### config.mk
export PLATFORM = sky130hd
export DESIGN_NAME = rtc_counter
export DESIGN_NICKNAME = d
export VERILOG_FILES = /design/src/rtl/rtc_pkg.sv /design/src/rtl/rtc_prescaler.sv /design/src/rtl/rtc_counter.sv
export SDC_FILE = /design/constraint.sdc
export NUM_CORES = 1
export LEC_CHECK = 0
export BUFFER_PORTS_ARGS = -buffer_cell sky130_fd_sc_hd__clkbuf_2
export CAP_MARGIN = 20
export CORE_ASPECT_RATIO = 1.5
export CORE_MARGIN = 8
export CORE_UTILIZATION = 45
export DETAILED_ROUTE_END_ITERATION = 10
export HOLD_SLACK_MARGIN = 0.12
export SKIP_CTS_REPAIR_TIMING = 1
export SLEW_MARGIN = 10
export SYNTH_ARGS = -nofsm -noshare
export SYNTH_HDL_FRONTEND = slang
export SYNTH_SLANG_ARGS = --single-unit
### constraint.sdc
create_clock -name clk -period 4.3 [get_ports clk]
set_clock_uncertainty 0.15 [all_clocks]
set_input_delay 0.645 -clock clk [delete_from_list [all_inputs] [get_ports clk]]
set_output_delay 0.645 -clock clk [all_outputs]
set_load 0.05 [all_outputs]
### src/rtl/rtc_pkg.sv
// Shared constants, time bundle type and 12-hour display mapping for the RTC.
// Imported by the RTC counter, its interface and its testbench.
package rtc_pkg;

    localparam logic [5:0] SEC_MAX  = 6'd59;
    localparam logic [5:0] MIN_MAX  = 6'd59;
    localparam logic [4:0] HOUR_MAX = 5'd23;

    localparam logic [1:0] SEL_HOUR = 2'd0;
    localparam logic [1:0] SEL_MIN  = 2'd1;
    localparam logic [1:0] SEL_SEC  = 2'd2;
    localparam logic [1:0] SEL_NONE = 2'd3;

    typedef struct packed {
        logic [4:0] hour;
        logic [5:0] min;
        logic [5:0] sec;
    } hms_t;

    // Internal hour is always 0..23; only the displayed value is remapped.
    function automatic logic [4:0] disp_hour(input logic [4:0] h,
                                             input logic       m12);
        if (!m12)
            return h;
        if (h == 5'd0)
            return 5'd12;
        if (h > 5'd12)
            return h - 5'd12;
        return h;
    endfunction

endpackage

### src/rtl/rtc_prescaler.sv
// Divides clk down to a one-cycle pulse every TICK_DIV enabled cycles.
// clr has priority and parks the count at zero.
module rtc_prescaler #(
    parameter int TICK_DIV = 50000000
) (
    input  logic clk,
    input  logic rstN,
    input  logic en,
    input  logic clr,
    output logic tick
);

    localparam int W = (TICK_DIV > 2) ? $clog2(TICK_DIV) : 1;
    localparam logic [W-1:0] LAST = W'(TICK_DIV - 1);

    logic [W-1:0] cnt_q, cnt_d;

    assign tick = en & ~clr & (cnt_q == LAST);

    always_comb begin
        cnt_d = cnt_q;
        if (clr)
            cnt_d = '0;
        else if (en)
            cnt_d = tick ? '0 : cnt_q + W'(1);
    end

    always_ff @(posedge clk or negedge rstN) begin
        if (!rstN)
            cnt_q <= '0;
        else
            cnt_q <= cnt_d;
    end

endmodule

### src/rtl/rtc_counter.sv
// Real-time clock: hh:mm:ss with set mode, 12/24 h display and optional alarm.
// Alarm logic is built only when RTC_ALARM_EN is defined; otherwise alarm is 0.
module rtc_counter
    import rtc_pkg::*;
#(
    parameter int TICK_DIV = 50000000
) (
    input  logic       clk,
    input  logic       rstN,
    input  logic       run,
    input  logic       setEn,
    input  logic [1:0] setSel,
    input  logic       inc,
    input  logic       dec,
    input  logic       mode12h,
    output logic [4:0] hour,
    output logic [5:0] min,
    output logic [5:0] sec,
    output logic       pm,
    output logic       tick,
    input  logic [4:0] almHour,
    input  logic [5:0] almMin,
    input  logic       almArm,
    input  logic       almAck,
    output logic       alarm
);

    hms_t       t_q, t_d;
    logic       inc_q, dec_q;
    logic [4:0] hour_q;
    logic [5:0] min_q, sec_q;
    logic       pm_q;
    logic       incEdge, decEdge, adjInc, adjDec;

    rtc_prescaler #(.TICK_DIV(TICK_DIV)) u_pre (
        .clk  (clk),
        .rstN (rstN),
        .en   (run & ~setEn),
        .clr  (setEn),
        .tick (tick)
    );

    assign incEdge = inc & ~inc_q;
    assign decEdge = dec & ~dec_q;
    assign adjInc  = setEn & incEdge & ~decEdge;
    assign adjDec  = setEn & decEdge & ~incEdge;

    // tick and adjust are exclusive: the prescaler is held in set mode.
    always_comb begin
        t_d = t_q;
        if (tick) begin
            if (t_q.sec == SEC_MAX) begin
                t_d.sec = '0;
                if (t_q.min == MIN_MAX) begin
                    t_d.min  = '0;
                    t_d.hour = (t_q.hour == HOUR_MAX) ? 5'd0 : t_q.hour + 5'd1;
                end else begin
                    t_d.min = t_q.min + 6'd1;
                end
            end else begin
                t_d.sec = t_q.sec + 6'd1;
            end
        end else if (adjInc || adjDec) begin
            unique case (setSel)
                SEL_HOUR: begin
                    if (adjInc)
                        t_d.hour = (t_q.hour == HOUR_MAX) ? 5'd0 : t_q.hour + 5'd1;
                    else
                        t_d.hour = (t_q.hour == 5'd0) ? HOUR_MAX : t_q.hour - 5'd1;
                end
                SEL_MIN: begin
                    if (adjInc)
                        t_d.min = (t_q.min == MIN_MAX) ? 6'd0 : t_q.min + 6'd1;
                    else
                        t_d.min = (t_q.min == 6'd0) ? MIN_MAX : t_q.min - 6'd1;
                end
                SEL_SEC:  t_d.sec = '0;
                default:  ;
            endcase
        end
    end

    always_ff @(posedge clk or negedge rstN) begin
        if (!rstN) begin
            t_q    <= '0;
            inc_q  <= 1'b0;
            dec_q  <= 1'b0;
            hour_q <= '0;
            min_q  <= '0;
            sec_q  <= '0;
            pm_q   <= 1'b0;
        end else begin
            t_q    <= t_d;
            inc_q  <= inc;
            dec_q  <= dec;
            hour_q <= disp_hour(t_d.hour, mode12h);
            min_q  <= t_d.min;
            sec_q  <= t_d.sec;
            pm_q   <= (t_d.hour >= 5'd12);
        end
    end

    assign hour = hour_q;
    assign min  = min_q;
    assign sec  = sec_q;
    assign pm   = pm_q;

`ifdef RTC_ALARM_EN
    logic alarm_q, almSet;

    assign almSet = tick & almArm & (t_d.hour == almHour)
                  & (t_d.min == almMin) & (t_d.sec == 6'd0);

    always_ff @(posedge clk or negedge rstN) begin
        if (!rstN)
            alarm_q <= 1'b0;
        else if (almSet)
            alarm_q <= 1'b1;
        else if (almAck || !almArm)
            alarm_q <= 1'b0;
    end

    assign alarm = alarm_q;
`else
    logic unused_alm;
    assign unused_alm = ^{almHour, almMin, almArm, almAck};
    assign alarm = 1'b0;
`endif

endmodule
After elaboration in Yosys (flattened, before gate mapping)
Cells that the tools add are included.
{"block": "totals", "reg_bits": 51, "inputBits": 22, "out_inout_bits": 20, "word_cells": 77}
{"block": "classes", "n_addsub": 7, "n_lt_le_gt_ge": 2, "n_eq_ne": 7, "mux": 28, "bitwise": 14, "n_reduce_logical": 11}
{"operator": "two-way mux 26 bit", "count": 3}
{"operator": "two-way mux 5 bit", "count": 11}
{"operator": "two-way mux 6 bit", "count": 6}
{"operator": "two-way mux 17 bit", "count": 2}
{"operator": "adder 26 x 1 -> 26 bit, second input constant", "count": 1}
{"operator": "== test 26 bit, second input constant", "count": 1}
{"operator": "adder 6 x 1 -> 6 bit, second input constant", "count": 2}
{"operator": "== test 6 bit, second input constant", "count": 2}
{"operator": "two-way mux 11 bit", "count": 1}
{"operator": "logical NOT 5 bit", "count": 2}
{"operator": "bitwise AND 1 bit", "count": 9}
{"operator": "nonzero test 2 bit", "count": 4}
{"operator": "logical NOT 6 bit", "count": 1}
{"operator": "subtractor 6 x 1 -> 6 bit, second input constant", "count": 1}
{"operator": "adder 5 x 1 -> 5 bit, second input constant", "count": 1}
{"operator": "== test 5 bit, second input constant", "count": 1}
{"operator": ">= comparator 5 x 4 -> 1 bit, second input constant", "count": 1}
{"operator": "> comparator 5 x 4 -> 1 bit, second input constant", "count": 1}
{"operator": "two-way mux 1 bit", "count": 5}
{"operator": "inverter 1 bit", "count": 5}
{"operator": "subtractor 5 x 1 -> 5 bit, second input constant", "count": 1}
{"operator": "subtractor 5 x 4 -> 5 bit, second input constant", "count": 1}
{"operator": "AND reduction 3 bit", "count": 1}
{"operator": "== test 2 x 1 -> 1 bit, second input constant", "count": 1}
{"operator": "5 further kinds", "count": 5}

Logic depth before layout (Yosys ltp)
Gate-level depths: netlist of the first run.
{"block": "depth", "word_depth": 16, "mapped_depth": 12, "depth_no_buf": 11}

Cells and area by module
A second synthesis of the first run with hierarchy kept.
{"block": "unflattened", "cells_unflattened": 429, "hier_area_um2": 3772.4}
{"mod": "rtc_counter", "instances": 1, "cells_per_inst": 232, "area_per_inst_um2": 2004.4, "seq_area_each_um2": 625.6}
{"mod": "rtc_prescaler", "instances": 1, "cells_per_inst": 197, "area_per_inst_um2": 1767.9, "seq_area_each_um2": 650.6}

Worst setup path before layout of the first run
Ideal clock, no wire load.
{"block": "synth_path", "path_type": "register to register", "startpoint": "register u_pre.cnt_q[0]", "endpoint": "register hour_q[3], in the netlist hour[3]", "setup_ps": 84, "arrival_time_ps": 2930, "required_ps": 4066, "slack_ps": 1136, "stages_incl_launch_ff": 12, "path_buffers": 0, "synth_period_minus_slack_ps": 3164, "path_cell_list": "dfrtp_1 > ha_1 > nand4_2 > or2_4 > nor4_2 > nand2_1 > o211ai_1 > inv_1 > ha_1 > a211oi_1 > a311o_1 > a41oi_2"}
{"element": "from (decl)", "line": "rtc_prescaler.sv:16", "text": "logic [W-1:0] cnt_q, cnt_d;"}
{"element": "from (signal assigned)", "line": "rtc_prescaler.sv:32", "text": "cnt_q <= cnt_d;"}
{"element": "to (signal assigned)", "line": "rtc_counter.sv:96", "text": "hour_q <= disp_hour(t_d.hour, mode12h);"}
{"element": "to (decl)", "line": "rtc_counter.sv:30", "text": "logic [4:0] hour_q;"}

==> results_dict.tcl, run 1 <==
set metrics [dict create \
    status "finished clean" \
    crit_chain "ha_1 -> nand4_2 -> or2_4 -> or4_1 -> o221ai_1 -> o211ai_1 -> inv_1 -> ha_1 -> o221ai_2 -> a311o_1 -> a41oi_2" \
    gp_congestion 0.8971 \
    globalRouteMet1Util 0.1760 \
    ant_nets 0 \
    antenna_found_initial 0 \
    ys.warnings.count 0 \
    synth_seq_area_share 0.3829 \
    busiest_layer "met2" \
    endpoint "hour[3]" \
    synth_area_leaders "dfrtp_1, o21ai_0, nor2_1" \
    met2_usage 0.2876 \
    dp_hpwl_um 5769 \
    r2r_cells 11 \
    power.density_mw_per_mm2 427.1 \
    tightest_slew_ns 0.8510 \
    clock_latency_ns 0.30 \
    fp.dieArea_sq_mm 0.01047 \
    syn2layout_area_growth_pct 6.907 \
    synth_edf_count 0 \
    numCtsBuffers 5 \
    rows 38 \
    startpoint_type "flop" \
    fmax_mhz 281.0 \
    clock_path_buffers 2 \
    max_cap_viol_count 0 \
    reg2reg_to "hour[3]" \
    initial_core_util 0.4612 \
    finalHoldViolCount 0 \
    synthCells 398 \
    h-tree-depth 2 \
    num_antenna_cells 0 \
    use_met3 0.02305 \
    drc_errors 0 \
    rsz0062_at_grt "no" \
    drive_above_1_share 0.1247 \
    slew_violations 0 \
    grt_pass1_wl_um 13540 \
    cp_data_arrival_time_ns 3.63 \
    vdd_drop_max_v 0.0001510 \
    routed_wirelength_um 7880 \
    clkTransAtPathRegs_ns 0.09 \
    die_h_um 121.4 \
    port_buffers 27 \
    worst_setup_path_end_kind "flop" \
    design.portCount 42 \
    syn-cell-area_sq_mm 0.003333 \
    dp.cells 502 \
    fin_crit_ns 3.559 \
    required_ns 4.37 \
    slowest_stage "or4_1" \
    fillCellCount 745 \
    die_w_um 86.27 \
    wire_per_inst_um 15.48 \
    maxSlewHeadroom 0.4306 \
    tns_ns 0 \
    grt_pass1_vias 2886 \
    synthArstFlopShare 1.000 \
    crit_family "compound AO/OA/AOI/OAI gates" \
    fin_nets 439 \
    worst-path-stages 11 \
    min_period_over_period 0.8277 \
    grt_use_total 0.1577 \
    cp_common_cell "ha_1" \
    fin_util 0.4931 \
    min-delay-path-class "input port to asynchronous set/reset pin" \
    critPathKind "flop to flop" \
    grt.overflow.total 0 \
    regToRegSetupSlack_ns 0.74 \
    slowest_delay_ns 0.66 \
    worstReg2RegStart "u_pre.cnt_q[0]" \
    worst-path-buf-inv 1 \
    power_leakage_nw 1.501 \
    synth.top_cell.area_share 0.3829 \
    final_cells 509 \
    via_per_inst 5.884 \
    root_buffer "clkbuf_8" \
    cts_tree "done" \
    drt_iter0_drc 138 \
    ys_types 57 \
    synth_most_common_cell "o21ai_0" \
    syn_nets 428 \
    vias 2995 \
    ys_ff_latch 51 \
    crit_start "u_pre.cnt_q[0]" \
    synth-main-ff-cell "dfrtp_1" \
    worstPathMaxFanout 6 \
    finalSetupViolations 0 \
    cts_sinks 51 \
    grt_max_degree 52 \
    synth_top_cell_by_area "dfrtp_1" \
    syn_area_per_cell_sq_um 8.375 \
    core_area_sq_mm 0.007227 \
    firstDrtPassIters 5 \
    synth_commonest_cells "o21ai_0, dfrtp_1, nor2_1, nand2_1, nand3_1" \
]
-- worst min path at each step --
stage	from	endpoint	slack (ns)	cells past startpoint
floorplan	rstN	dec_q	0.20	0
global placement	u_pre.cnt_q[13]	u_pre.cnt_q[13]	0.33	1
detailed placement	u_pre.cnt_q[15]	u_pre.cnt_q[15]	0.34	1
CTS	rstN	sec[0]	0.32	2
global route	dec	dec_q	0.33	1
finish	rstN	u_pre.cnt_q[14]	0.30	2
-- cells by family after synthesis --
| kind of cell | count (synthesis) | synth area share |
|---|---|---|
| AOI/OAI and AO/OA | 118 | 0.2196 |
| xor gates and xnor gates | 13 | 0.03416 |
| adders and majority gates | 8 | 0.03003 |
| buffers and inverters | 41 | 0.06118 |
| DFF | 51 | 0.3829 |
| muxes | 5 | 0.01577 |
| other | 1 | 0.001125 |
| and+or+nand+nor | 161 | 0.2553 |
-- sequential cells by signal, indices dropped and copies added (netlist names) --
| register | cells |
|---|---|
| dec_q | 1 |
| hour | 5 |
| inc_q | 1 |
| min | 6 |
| pm | 1 |
| sec | 6 |
| t_q | 5 |
| u_pre.cnt_q | 26 |
-- where the power goes --
group,switching (mW),internal [mW],total (mW)
Clock,0.155,0.127,0.282
Sequential,0.0868,0.542,0.629
Combinational,0.406,0.205,0.611
-- placed cells by master, fill, tap and decap left out, types with 7 or more instances in the layout --
cell type | netlist | routed
nor2_1 | 40 | 40
xnor2_1 | 7 | 7
a21oi_1 | 17 | 17
o21ai_0 | 54 | 54
inv_1 | 13 | 13
clkbuf_2 | 0 | 27
a31oi_1 | 7 | 7
dfrtp_1 | 51 | 51
nand2_1 | 36 | 36
o31ai_1 | 8 | 8
nand3_1 | 19 | 19
nor3_1 | 9 | 9
ha_1 | 8 | 8
a211oi_1 | 7 | 7
-- area by class of cell --
class | instances | area [sq um] | area share
multi-input cells | 306 | 1853 | 0.5200
flip-flops and latches | 51 | 1276 | 0.3581
repair buffers | 32 | 172.7 | 0.04846
well taps | 100 | 125.1 | 0.03511
clock buffers | 6 | 82.58 | 0.02317
inverters | 13 | 48.80 | 0.01369
clock inverters | 1 | 5.005 | 0.001404
-- worst reg2reg max path, cell delays in order, from the launching register on --
cell and delay [ns]:
dfrtp_1 0.42, ha_1 0.24, nand4_2 0.16, or2_4 0.28, or4_1 0.66, o221ai_1 0.29
o211ai_1 0.27, inv_1 0.17, ha_1 0.17, o221ai_2 0.12, a311o_1 0.40, a41oi_2 0.15
-- stage by stage --
step	cell area [sq um]	setup WS, ns	power (mW)	hold slack, ns
floorplan	3333	1.136	1.125	0.1994
global placement	3476	0.7976	1.238	0.3265
detailed placement	3476	0.7421	1.248	0.3424
CTS	3563	0.7191	1.536	0.3232
global route	3563	0.4982	1.622	0.3311
finish	3563	0.7409	1.522	0.2974
-- per-layer routing --
layer,part of all wire,up-vias
met2,0.53,76
met1,0.41,1431
li1,-,1469
met5,0,-
met3,0.040,19
met4,0.023,0
No activity file was read; power rests on OpenSTA's default activity.
==> inputs of run 2 (changes only) <==
Clock period 4.3 ns to 3.49 ns, I/O delays scaled along.
==> results_dict.tcl, run 2 (synthesized netlist as in run 1, its figures left out) <==
set metrics [dict create \
    status "finished clean" \
    die_w_um 86.27 \
    worstReg2RegStart "u_pre.cnt_q[0]" \
    die_h_um 121.4 \
    required_ns 3.57 \
    reg2reg_to "hour[3]" \
    tns_ns 0 \
    grt_pass1_vias 3001 \
    seq_power_share 0.385 \
    grt.overflow.total 0 \
    root_buffer "clkbuf_8" \
    startpoint_type "flop" \
    fillCellCount 753 \
    combPwrFrac 0.422 \
    core_area_sq_mm 0.007227 \
    final_common_cell "o21ai_0" \
    fin_util 0.5062 \
    critPathKind "flop to flop" \
    drc_errors 0 \
    h-tree-depth 2 \
    cp_data_arrival_time_ns 3.34 \
    clock_path_buffers 2 \
    min_period_over_period 0.9343 \
    slew_violations 0 \
    cts_sinks 51 \
    syn2layout_area_growth_pct 9.760 \
    cts_tree "done" \
    clock_power_share 0.193 \
    endpoint "hour[3]" \
    pre_cts_ws_ns 0.2604 \
    worst_setup_path_end_kind "flop" \
    switchingPower_mw 0.8117 \
    wire_per_inst_um 15.58 \
    fin_nets 450 \
    initial_core_util 0.4612 \
    grt_pass1_wl_um 13730 \
    clock_latency_ns 0.31 \
    intPower_mw 1.129 \
    rows 38 \
    num_antenna_cells 0 \
    grt_use_total 0.1620 \
    fin_crit_ns 3.261 \
    min-delay-path-class "input port to asynchronous set/reset pin" \
    rsz0062_at_grt "no" \
    vdd_drop_max_v 0.0002505 \
    r2r_cells 11 \
    swShare 0.4184 \
    worstPathMaxFanout 5 \
    drive_above_1_share 0.1473 \
    largest_reg_flops 26 \
    finalHoldViolCount 0 \
    fmax_mhz 306.7 \
    gp_congestion 0.9301 \
    tightest_slew_ns 0.8375 \
    grt_max_degree 27 \
    crit_start "u_pre.cnt_q[0]" \
    maxSlewHeadroom 0.4396 \
    worst_slack_ns 0.2292 \
    regToRegSetupSlack_ns 0.23 \
    fp.dieArea_sq_mm 0.01047 \
    antenna_found_initial 0 \
    max_cap_viol_count 0 \
    firstDrtPassIters 5 \
    mostFrequentLayoutCells "o21ai_0, dfrtp_1, nor2_1, nand2_1, clkbuf_2" \
    vias 3029 \
    drt_iter0_drc 132 \
    numCtsBuffers 5 \
    power.density_mw_per_mm2 530.3 \
    port_buffers 27 \
    clkTransAtPathRegs_ns 0.09 \
    design.portCount 42 \
    power_leakage_nw 1.562 \
    dp_hpwl_um 6009 \
    routed_wirelength_um 8116 \
    ant_nets 0 \
    finalSetupViolations 0 \
    largest-register "u_pre.cnt_q" \
    via_per_inst 5.814 \
]
## run 2: final cells by class
cell class | count | area, sq um | area share
Clock buffer | 8 | 100.1 | 0.02736
Inverter | 13 | 48.80 | 0.01334
Multi-Input combinational cell | 306 | 1853 | 0.5065
Sequential cell | 51 | 1276 | 0.3488
Timing Repair Buffer | 43 | 255.2 | 0.06977
Tap cell | 100 | 125.1 | 0.03420
## run 2: routing by layer
| layer | vias to the layer above | GRT usage | wire [um] |
|---|---|---|---|
| met2 | 58 | 0.3059 | 4519 |
| met5 | - | 0 | 0 |
| li1 | 1490 | - | - |
| met3 | 6 | 0.02915 | 265 |
| met1 | 1475 | 0.1649 | 3223 |
| met4 | 0 | 0.07900 | 108 |
## run 2: how the worst min path moves through the flow
stage                       to             from  cells past startpoint
5_1_grt                 sec[0]             rstN                      1
6_report       u_pre.cnt_q[20]             rstN                      1
4_1_cts                 sec[0]             rstN                      1
2_1_floorplan            dec_q             rstN                      0
3_5_place_dp   u_pre.cnt_q[15]  u_pre.cnt_q[15]                      1
3_3_place_gp   u_pre.cnt_q[13]  u_pre.cnt_q[13]                      1
## run 2: power groups by stage
stage          sequential, mW  clock, mW  combinational [mW]
3_3_place_gp            0.753          0               0.810
5_1_grt                 0.755      0.416               0.896
4_1_cts                 0.744      0.392               0.820
2_1_floorplan           0.851          0               0.534
3_5_place_dp            0.755          0               0.818
6_report                0.746      0.375               0.819
## run 2: worst max-delay path: stages, from the launching register on
cell and delay [ns]:
dfrtp_1 0.41, ha_1 0.24, nand4_2 0.17, or2_4 0.28, or4_1 0.55, o221ai_1 0.24
o211ai_1 0.16, inv_1 0.13, ha_1 0.16, o221ai_2 0.12, a311o_1 0.40, a41oi_2 0.15
## run 2: metrics by stage
step	hold WS, ns	power [mW]	std cells	cell area, sq um
finish	0.09163	1.940	521	3659
global route	0.1358	2.067	521	3659
global placement	0.3252	1.564	513	3558
detailed placement	0.3376	1.573	513	3558
floorplan	0.07791	1.386	398	3333
CTS	0.09656	1.955	521	3659
==> inputs of run 3 (changes only) <==
Settings changed: ABC_AREA from default to 1, PLACE_DENSITY from default to 0.75.
==> results_dict.tcl, run 3 <==
set metrics [dict create \
    worstPathMaxFanout 6 \
    regToRegSetupSlack_ns 0.88 \
    tightest_slew_ns 0.9759 \
    finalSetupViolations 0 \
    antenna_found_initial 0 \
    drt_iter0_drc 178 \
    synth.top_cell.area_share 0.3618 \
    combPwrFrac 0.353 \
    intPower_mw 1.226 \
    mostFrequentLayoutCells "nand2_1, inv_1, dfrtp_1, nor2_1, nand3_1" \
    syn2layout_area_growth_pct 9.188 \
    status "finished clean" \
    maxSlewHeadroom 0.3494 \
    wire_per_inst_um 13.83 \
    synth_edf_count 0 \
    routed_wirelength_um 8424 \
    max_cap_viol_count 0 \
    required_ns 2.82 \
    grt_use_total 0.1619 \
    drc_errors 0 \
    synthArstFlopShare 1.000 \
    ant_nets 0 \
    synth_area_leaders "dfrtp_1, nand2_1, inv_1" \
    drive_above_1_share 0.1479 \
    swShare 0.3959 \
    min-delay-path-class "input port to asynchronous set/reset pin" \
    report.power.total_mw 2.029 \
    gp_congestion 0.8960 \
    port_buffers 27 \
    fin_nets 536 \
    synth-main-ff-cell "dfrtp_1" \
    dp_hpwl_um 6371 \
    finalHoldViolCount 0 \
    fin_crit_ns 2.733 \
    h-tree-depth 2 \
    clock_path_buffers 2 \
    num_antenna_cells 0 \
    slew_violations 0 \
    ys.warnings.count 0 \
    synth_seq_area_share 0.3618 \
    synth_top_cell_by_area "dfrtp_1" \
    rows 39 \
    min_period_over_period 0.7831 \
    syn_nets 519 \
    firstDrtPassIters 4 \
    syn-cell-area_sq_mm 0.003527 \
    synth_commonest_cells "nand2_1, inv_1, dfrtp_1, nand3_1, nor2_1" \
    clock_latency_ns 0.30 \
    seq_power_share 0.362 \
    cts_tree "done" \
    critPathKind "flop to output port" \
    cp_data_arrival_time_ns 2.06 \
    tns_ns 0 \
    worst_slack_ns 0.7569 \
    die_h_um 124.4 \
    grt_pass1_wl_um 14390 \
    core_area_sq_mm 0.007612 \
    cts_sinks 51 \
    root_buffer "clkbuf_16" \
    design.portCount 42 \
    clock_power_share 0.285 \
    synthCells 489 \
    worst_setup_path_end_kind "output port" \
    vias 3272 \
    power_leakage_nw 1.742 \
    clkTransAtPathRegs_ns 0.07 \
    power.density_mw_per_mm2 526.9 \
    grt_max_degree 40 \
    initial_core_util 0.4633 \
    fp.dieArea_sq_mm 0.01099 \
    startpoint_type "flop" \
    largest-register "u_pre.cnt_q" \
    numCtsBuffers 5 \
    fmax_mhz 365.9 \
    vdd_drop_max_v 0.0002576 \
    grt_pass1_vias 3188 \
    via_per_inst 5.373 \
    final_common_cell "nand2_1" \
    switchingPower_mw 0.8034 \
    synth_most_common_cell "nand2_1" \
    largest_reg_flops 26 \
    die_w_um 88.29 \
    pre_cts_ws_ns 0.7959 \
    grt.overflow.total 0 \
    rsz0062_at_grt "no" \
    ys_types 40 \
    ys_ff_latch 51 \
    syn_area_per_cell_sq_um 7.213 \
]
[run 3: worst paths after layout]
kind	end	depth (start not counted)	startpoint
min in group clk	dec_q	1	dec
worst max-delay path	tick	6	u_pre.cnt_q[0]
worst min register to register	u_pre.cnt_q[13]	2	u_pre.cnt_q[13]
worst min-delay path	inc_q	1	rstN
max in group asynchronous	u_pre.cnt_q[18]	2	rstN
worst max register to register	hour[2]	16	u_pre.cnt_q[0]
[run 3: final cells by class]
class	count	area (sq um)
clock buffer	6	138.9
clock inverter	2	35.03
fill	748	3761
inverter	62	234.0
multi-input combinational	356	1882
sequential	51	1276
tap	102	127.6
timing repair buffer	30	157.7
[run 3: cell families (layout without fill, tap and decap cells)]
family,Yosys count,count (layout),share of synthesized area
AO/OA/AOI/OAI,77,77,0.1210
XOR/XNOR,15,15,0.03725
adder cells (fa/ha/maj),8,8,0.02838
buffers and inverters,82,100,0.1046
flip-flops,51,51,0.3618
other,1,1,0.001063
AND/OR/NAND/NOR,255,255,0.3459
[run 3: worst max-delay path, stage by stage (launching register included)]
cell and delay, ns:
dfrtp_1 0.41, ha_1 0.23, nand3_2 0.15, nor3_4 0.29, nand3_1 0.21, clkinv_2 0.17
clkbuf_2 0.30
[run 3: per-layer routing]
layer,up-vias,share of wire,global-route usage
met5,-,0,0
met4,0,0.027,0.07207
met3,16,0.044,0.03104
met2,88,0.54,0.2918
met1,1540,0.39,0.1721
li1,1628,-,-
[run 3: stage by stage]
stage	utilization	hold slack (ns)	cells	instance area [sq um]
after floorplan	-	0.07791	489	3527
after global placement	0.4831	0.3648	601	3677
after detailed placement	0.4831	0.3855	601	3677
after CTS	0.5059	0.2079	609	3851
after global routing	0.5059	0.2120	609	3851
final	0.5059	0.2115	609	3851
[run 3: power groups by stage]
stage	Clock, mW	Sequential, mW	Combinational (mW)
after floorplan	0	0.822	0.496
after global placement	0	0.744	0.699
after detailed placement	0	0.746	0.714
after CTS	0.589	0.734	0.718
after global routing	0.613	0.745	0.797
final	0.578	0.735	0.717
